## src/rtl/ysyx_24120013_regfile_pkg.sv

```systemverilog
// Shared definitions for the write-back register file and its write queue.
// Width defaults are common with the execute stage.
package ysyx_24120013_regfile_pkg;

    localparam int unsigned AddrWidth = 5;
    localparam int unsigned DataWidth = 32;
    localparam int unsigned QDepth    = 2;

    typedef struct packed {
        logic [AddrWidth-1:0] addr;
        logic [DataWidth-1:0] data;
    } wr_req_t;

endpackage

```

## src/rtl/ysyx_24120013_regfile_if.sv

```systemverilog
// Execute-stage / decode-stage view of the register file: write handshake,
// commit permission, two read ports and the pending-write count.
interface ysyx_24120013_regfile_if
    import ysyx_24120013_regfile_pkg::*;
#(
    parameter int unsigned ADDR_WIDTH = AddrWidth,
    parameter int unsigned DATA_WIDTH = DataWidth,
    parameter int unsigned QDEPTH     = QDepth
) ();

    logic                      wr_valid;
    logic                      wr_ready;
    logic [ADDR_WIDTH-1:0]     wr_addr;
    logic [DATA_WIDTH-1:0]     wr_data;
    logic                      commit_en;
    logic [ADDR_WIDTH-1:0]     raddr1;
    logic [ADDR_WIDTH-1:0]     raddr2;
    logic [DATA_WIDTH-1:0]     rdata1;
    logic [DATA_WIDTH-1:0]     rdata2;
    logic [$clog2(QDEPTH):0]   pending;

    modport master (
        output wr_valid, wr_addr, wr_data, commit_en, raddr1, raddr2,
        input  wr_ready, rdata1, rdata2, pending
    );

    modport slave (
        input  wr_valid, wr_addr, wr_data, commit_en, raddr1, raddr2,
        output wr_ready, rdata1, rdata2, pending
    );

endinterface

```

## src/rtl/ysyx_24120013_wq.sv

```systemverilog
// In-order write queue; exposes the entries oldest-first (index 0 = head)
// with per-entry valid bits so the top level can bypass from it.
module ysyx_24120013_wq
    import ysyx_24120013_regfile_pkg::*;
#(
    parameter int unsigned Depth   = QDepth,
    parameter type         entry_t = wr_req_t
) (
    input  logic                     clk_i,
    input  logic                     rst_i,
    input  logic                     push_i,
    input  logic                     pop_i,
    input  entry_t                   entry_i,
    output logic                     full_o,
    output logic                     empty_o,
    output logic [$clog2(Depth):0]   count_o,
    output entry_t                   head_o,
    output entry_t                   entries_o [Depth],
    output logic [Depth-1:0]         valid_o
);

    localparam int unsigned PtrW = $clog2(Depth);
    localparam int unsigned CntW = PtrW + 1;

    entry_t            mem_q [Depth];
    logic [PtrW-1:0]   head_q, head_d;
    logic [PtrW-1:0]   tail_q, tail_d;
    logic [CntW-1:0]   count_q, count_d;
    logic              push_en, pop_en;

    assign full_o  = (count_q == CntW'(Depth));
    assign empty_o = (count_q == '0);
    assign count_o = count_q;
    assign head_o  = mem_q[head_q];

    assign push_en = push_i && !full_o;
    assign pop_en  = pop_i && !empty_o;

    always_comb begin
        head_d  = pop_en  ? head_q + 1'b1 : head_q;
        tail_d  = push_en ? tail_q + 1'b1 : tail_q;
        count_d = count_q + CntW'(push_en) - CntW'(pop_en);
    end

    always_ff @(posedge clk_i or posedge rst_i) begin
        if (rst_i) begin
            head_q  <= '0;
            tail_q  <= '0;
            count_q <= '0;
        end else begin
            head_q  <= head_d;
            tail_q  <= tail_d;
            count_q <= count_d;
        end
    end

    // Payload needs no reset: valid bits derived from count gate every use.
    always_ff @(posedge clk_i) begin
        if (push_en) mem_q[tail_q] <= entry_i;
    end

    always_comb begin
        for (int unsigned i = 0; i < Depth; i++) begin
            entries_o[i] = mem_q[PtrW'(head_q + PtrW'(i))];
            valid_o[i]   = (CntW'(i) < count_q);
        end
    end

endmodule

```

## src/rtl/ysyx_24120013_regfile.sv

```systemverilog
// Register file with a queued write port and youngest-first bypass on both
// combinational read ports; x0 is hard-wired to zero.
module ysyx_24120013_regfile
    import ysyx_24120013_regfile_pkg::*;
#(
    parameter int unsigned ADDR_WIDTH = AddrWidth,
    parameter int unsigned DATA_WIDTH = DataWidth,
    parameter int unsigned QDEPTH     = QDepth
) (
    input  logic                   clk,
    input  logic                   rst,
    ysyx_24120013_regfile_if.slave bus_io
);

    localparam int unsigned NumRegs = 2 ** ADDR_WIDTH;

    wr_req_t                 req;
    wr_req_t                 head;
    wr_req_t                 entries [QDEPTH];
    logic [QDEPTH-1:0]       valid;
    logic                    full, empty;
    logic [$clog2(QDEPTH):0] count;
    logic                    push, pop;
    logic [DATA_WIDTH-1:0]   regs_q [NumRegs];
    logic [DATA_WIDTH-1:0]   rdata1, rdata2;

    assign req.addr = bus_io.wr_addr;
    assign req.data = bus_io.wr_data;

    // Writes to x0 complete the handshake but are dropped here.
    assign push = bus_io.wr_valid && !full && (bus_io.wr_addr != '0);
    assign pop  = bus_io.commit_en && !empty;

    assign bus_io.wr_ready = !full;
    assign bus_io.pending  = count;

    ysyx_24120013_wq #(
        .Depth   (QDEPTH),
        .entry_t (wr_req_t)
    ) u_wq (
        .clk_i     (clk),
        .rst_i     (rst),
        .push_i    (push),
        .pop_i     (pop),
        .entry_i   (req),
        .full_o    (full),
        .empty_o   (empty),
        .count_o   (count),
        .head_o    (head),
        .entries_o (entries),
        .valid_o   (valid)
    );

    always_ff @(posedge clk or posedge rst) begin
        if (rst) begin
            for (int i = 0; i < NumRegs; i++) regs_q[i] <= '0;
        end else if (pop && head.addr != '0) begin
            regs_q[head.addr] <= head.data;
        end
    end

    // Scan oldest to youngest so the youngest matching entry wins.
    always_comb begin
        rdata1 = regs_q[bus_io.raddr1];
        rdata2 = regs_q[bus_io.raddr2];
        for (int unsigned i = 0; i < QDEPTH; i++) begin
            if (valid[i] && entries[i].addr == bus_io.raddr1) rdata1 = entries[i].data;
            if (valid[i] && entries[i].addr == bus_io.raddr2) rdata2 = entries[i].data;
        end
        if (bus_io.raddr1 == '0) rdata1 = '0;
        if (bus_io.raddr2 == '0) rdata2 = '0;
    end

    assign bus_io.rdata1 = rdata1;
    assign bus_io.rdata2 = rdata2;

endmodule

```

## src/flat_wrapper.sv

```systemverilog
// flat-port wrapper written by rule: the top's interface ports become plain ports
module ysyx_24120013_regfile_flat import ysyx_24120013_regfile_pkg::*;
#(
    parameter int unsigned ADDR_WIDTH = AddrWidth,
    parameter int unsigned DATA_WIDTH = DataWidth,
    parameter int unsigned QDEPTH     = QDepth
)
  (clk, rst, bus_io_wr_valid, bus_io_wr_addr, bus_io_wr_data, bus_io_commit_en, bus_io_raddr1, bus_io_raddr2, bus_io_wr_ready, bus_io_rdata1, bus_io_rdata2, bus_io_pending);
  ysyx_24120013_regfile_if #(.ADDR_WIDTH(ADDR_WIDTH), .DATA_WIDTH(DATA_WIDTH), .QDEPTH(QDEPTH)) bus_io_i ();
  input  logic clk;
  input  logic rst;
  input wire logic [$bits(bus_io_i.wr_valid)-1:0] bus_io_wr_valid;
  input wire logic [$bits(bus_io_i.wr_addr)-1:0] bus_io_wr_addr;
  input wire logic [$bits(bus_io_i.wr_data)-1:0] bus_io_wr_data;
  input wire logic [$bits(bus_io_i.commit_en)-1:0] bus_io_commit_en;
  input wire logic [$bits(bus_io_i.raddr1)-1:0] bus_io_raddr1;
  input wire logic [$bits(bus_io_i.raddr2)-1:0] bus_io_raddr2;
  output wire logic [$bits(bus_io_i.wr_ready)-1:0] bus_io_wr_ready;
  output wire logic [$bits(bus_io_i.rdata1)-1:0] bus_io_rdata1;
  output wire logic [$bits(bus_io_i.rdata2)-1:0] bus_io_rdata2;
  output wire logic [$bits(bus_io_i.pending)-1:0] bus_io_pending;
  assign bus_io_i.wr_valid = bus_io_wr_valid;
  assign bus_io_i.wr_addr = bus_io_wr_addr;
  assign bus_io_i.wr_data = bus_io_wr_data;
  assign bus_io_i.commit_en = bus_io_commit_en;
  assign bus_io_i.raddr1 = bus_io_raddr1;
  assign bus_io_i.raddr2 = bus_io_raddr2;
  assign bus_io_wr_ready = bus_io_i.wr_ready;
  assign bus_io_rdata1 = bus_io_i.rdata1;
  assign bus_io_rdata2 = bus_io_i.rdata2;
  assign bus_io_pending = bus_io_i.pending;
  ysyx_24120013_regfile #(.ADDR_WIDTH(ADDR_WIDTH), .DATA_WIDTH(DATA_WIDTH), .QDEPTH(QDEPTH)) u_core (.clk(clk), .rst(rst), .bus_io(bus_io_i));
endmodule
```

## config.mk

```make
export PLATFORM = sky130hd
export DESIGN_NAME = ysyx_24120013_regfile_flat
export DESIGN_NICKNAME = d
export VERILOG_FILES = /design/src/rtl/ysyx_24120013_regfile_pkg.sv /design/src/rtl/ysyx_24120013_regfile_if.sv /design/src/rtl/ysyx_24120013_wq.sv /design/src/rtl/ysyx_24120013_regfile.sv /design/src/flat_wrapper.sv
export SDC_FILE = /design/constraint.sdc
export NUM_CORES = 2
export LEC_CHECK = 0
export ABC_CLOCK_PERIOD_IN_PS = 30000
export CAP_MARGIN = 10
export CORE_MARGIN = 10
export CORE_UTILIZATION = 51
export DETAILED_ROUTE_END_ITERATION = 10
export MAX_ROUTING_LAYER = met4
export PLACE_DENSITY = 0.7
export REMOVE_ABC_BUFFERS = 1
export SKIP_LAST_GASP = 1
export SYNTH_ARGS = -nofsm -noshare
export SYNTH_HDL_FRONTEND = slang
export SYNTH_SLANG_ARGS = --single-unit
```

## constraint.sdc

```tcl
create_clock -name clk -period 30 [get_ports clk]
set_input_delay 3 -clock clk [delete_from_list [all_inputs] [get_ports clk]]
set_output_delay 3 -clock clk [all_outputs]
set_load 0.005 [all_outputs]
```

==> results.json <==
{
  "antenna_found_initial": 3,
  "yosys-top-cells-count": "1,028 x dfrtp_1, 669 x a21oi_1, 559 x nor2_1",
  "reg2reg_setup_slack_ps": 25900,
  "ff2ff_path_depth": 7,
  "hpwlAfterDp_mm": 101,
  "cp_max_fo": 112,
  "yosysMostFrequentCell": "dfrtp_1",
  "drt_iter0_drc": 4916,
  "setup_viol": 0,
  "final.setup_skew_ps": 23.2,
  "clkTransAtPathRegs_ps": 60,
  "status": "finished, final reports clean",
  "stdcell_area_sq_um": 63100,
  "drc_errors": 0,
  "drv_cap": 0,
  "reg2reg_to": "u_core.regs_q[731]$_DFFE_PP0P_",
  "yosys-top-cells-area": "dfrtp_1 45%, mux4_2 15%, mux2i_1 6.3%",
  "layout.nets": 5143,
  "n_fill_cell": 9306,
  "clockBufferDepth": 3,
  "drive_above_1_share": 0.160,
  "clockRootBuffer": "clkbuf_16",
  "grt_pass1_vias": 42900,
  "postRouteWirelength_mm": 176,
  "fin_crit_sh": 0.358,
  "power.density_nw_per_um2": 99.6,
  "clkPwrFrac": 0.229,
  "io_buffers": 117,
  "power_frac_seq": 0.429,
  "ys_seq_area_frac": 0.487,
  "io_pins": 118,
  "cts_tree": "built",
  "comb_power_share": 0.342,
  "swShare": 0.356,
  "cts-hold-fix-buffers": 0,
  "grt_overflow": 0,
  "dp.cells": 6461,
  "yosysTopAreaCellShare": 0.448,
  "cp-end-kind": "output pin",
  "path_cells": "buf_8 -> buf_12 -> buf_4 -> and2_1 -> a22oi_1 -> a21oi_1 -> a211oi_1 -> a31oi_1 -> a21oi_1 -> clkdlybuf4s50_1",
  "cellLeakagePower_nw": 26.4,
  "stdcell_count": 6673,
  "vias_per_cell": 6.54,
  "post_dp_cell_area_sq_um": 59300,
  "ys_types": 61,
  "avgRoutedWirePerCell_microns": 26.4,
  "regArea_sq_um": 28000,
  "worstHoldStart": "u_core.regs_q[1005]$_DFFE_PP0P_",
  "fp.dieW_microns": 355,
  "async_flop_share": 0.933,
  "initial_core_util": 0.516,
  "max_freq_mhz": 93.1,
  "hold_viol_final": 0,
  "slew_viol_final": 0,
  "hp-class": "reg -> reg",
  "synth_edf_count": 74,
  "startpoint_type": "input port",
  "cts.sinks": 1102,
  "area_delta_synth_final_pct": 9.99,
  "relSlewSlack": 0.147,
  "crit_path_start": "bus_io_raddr2[0]",
  "ir_worst_vdd_v": 0.0000562,
  "synth_area_per_cell_sq_um": 10.8,
  "crit_family": "buffers and inverters",
  "critPathMostFrequentCell": "a21oi_1",
  "multi_input_area_sq_um": 27200,
  "ant_nets": 0,
  "synth_top_area_cell": "dfrtp_1",
  "rsz0062_at_grt": "false",
  "synth_area_sq_um": 57400,
  "syn-instance-count": 5296,
  "fin_crit_ps": 10740,
  "ys_warn_count": 0,
  "p_int_mw": 4.05,
  "gp_congestion": 0.875,
  "whs_endpoint": "u_core.regs_q[1005]$_DFFE_PP0P_",
  "grt_max_degree": 183,
  "grt_pass1_wl_mm": 268,
  "postCtsResizedCells": 0,
  "path_buf_inv": 4,
  "numCtsBuffers": 114,
  "rr_startpoint": "u_core.u_wq.head_q$_DFFE_PP0P_",
  "die_y_microns": 355,
  "required_ps": 27000,
  "critPathKind": "in -> out",
  "synth_ff_type": "dfrtp_1",
  "synth-seq-cells": 1102,
  "tightest_slew_ps": 1270,
  "globalRouteTotalUtil": 0.283,
  "p_switching_mw": 2.23,
  "firstDrtPassIters": 5,
  "critPathMaxStageDelay_ps": 1060,
  "clock_latency_ps": 720,
  "arrival_ps": 7740,
  "fp-row-count": 122,
  "die-area_sq_um": 126000,
  "htreeDepth": 3,
  "hold_path_depth": 0,
  "core-area_sq_um": 111000,
  "crit_slowest_cell": "and2_1",
  "cts_setup_buffers": 0,
  "vias": 43700
}
## cell type report
class | instances | area share
antenna | 4 | 0.000159
clock buffer | 171 | 0.0542
clock inverter | 36 | 0.00585
inverter | 6 | 0.000476
multi-input combinational | 3616 | 0.431
sequential | 1102 | 0.443
tap | 1488 | 0.0295
timing repair buffer | 250 | 0.0359
## cell families after synthesis
group | Yosys count | share of synthesized area
xor gates and xnor gates | 24 | 0.00366
DFF | 1102 | 0.487
muxes | 780 | 0.221
adders and majority gates | 2 | 0.000436
and+or+nand+nor | 1238 | 0.0908
buffers and inverters | 578 | 0.0441
AOI/OAI and AO/OA | 1572 | 0.153
## placed cells by master (no fill, tap or decap), drive strengths merged, types with 63 or more instances in the layout
cell,synthesis,final
clkdlybuf4s50,0,111
a31oi,64,64
nand2,468,468
nor2b,73,73
a22oi,125,125
a21oi,670,670
mux2i,364,364
clkbuf,337,171
a211oi,63,63
buf,235,139
o21ai,518,518
mux4,382,382
nor2,574,574
edfxtp,74,74
nor3,69,69
dfrtp,1028,1028
## how the worst max path moves through the flow
stage                                    to  slack (ps)  depth (start not counted)
2_1_floorplan  u_core.regs_q[0]$_DFFE_PP0P_       -1930                          1
3_3_place_gp               bus_io_rdata1[0]       19320                         10
3_5_place_dp              bus_io_rdata2[18]       19320                         10
4_1_cts                   bus_io_rdata2[18]       19320                         10
5_1_grt                   bus_io_rdata2[18]       19050                         10
6_report                   bus_io_rdata2[7]       19260                         10
## state kept, by name (all words and copies together), names as in the netlist
register             count
u_core.regs_q         1024
u_core.u_wq.mem_q       74
u_core.u_wq.count_o      2
u_core.u_wq.head_q       1
u_core.u_wq.tail_q       1
## metrics by stage
stage          total power, mW  setup WS (ps)  hold slack (ps)  setup TNS [ps]  utilization
2_1_floorplan             4.06          -1930              365        -1983930            -
3_3_place_gp              4.71          19320              377               0        0.533
3_5_place_dp              4.82          19320              382               0        0.533
4_1_cts                   6.27          19320              397               0        0.567
5_1_grt                   6.66          19050              410               0        0.568
6_report                  6.28          19260              394               0        0.568
## routing by layer
layer | vias up | GRT usage | routed length (microns)
li1 | 18900 | - | -
met1 | 22100 | 0.377 | 71800
met2 | 2159 | 0.423 | 80100
met3 | 455 | 0.0661 | 17200
met4 | 0 | 0.104 | 7030
met5 | - | - | 0
## power groups by stage
stage               Sequential [mW]  Clock (mW)  Combinational, mW
CTS                            2.67        1.46               2.14
finish                         2.70        1.44               2.15
global route                   2.78        1.52               2.37
global placement               2.64           0               2.07
floorplan                      2.56           0               1.50
detailed placement             2.69           0               2.13
No activity file was read; power rests on OpenSTA's default activity.
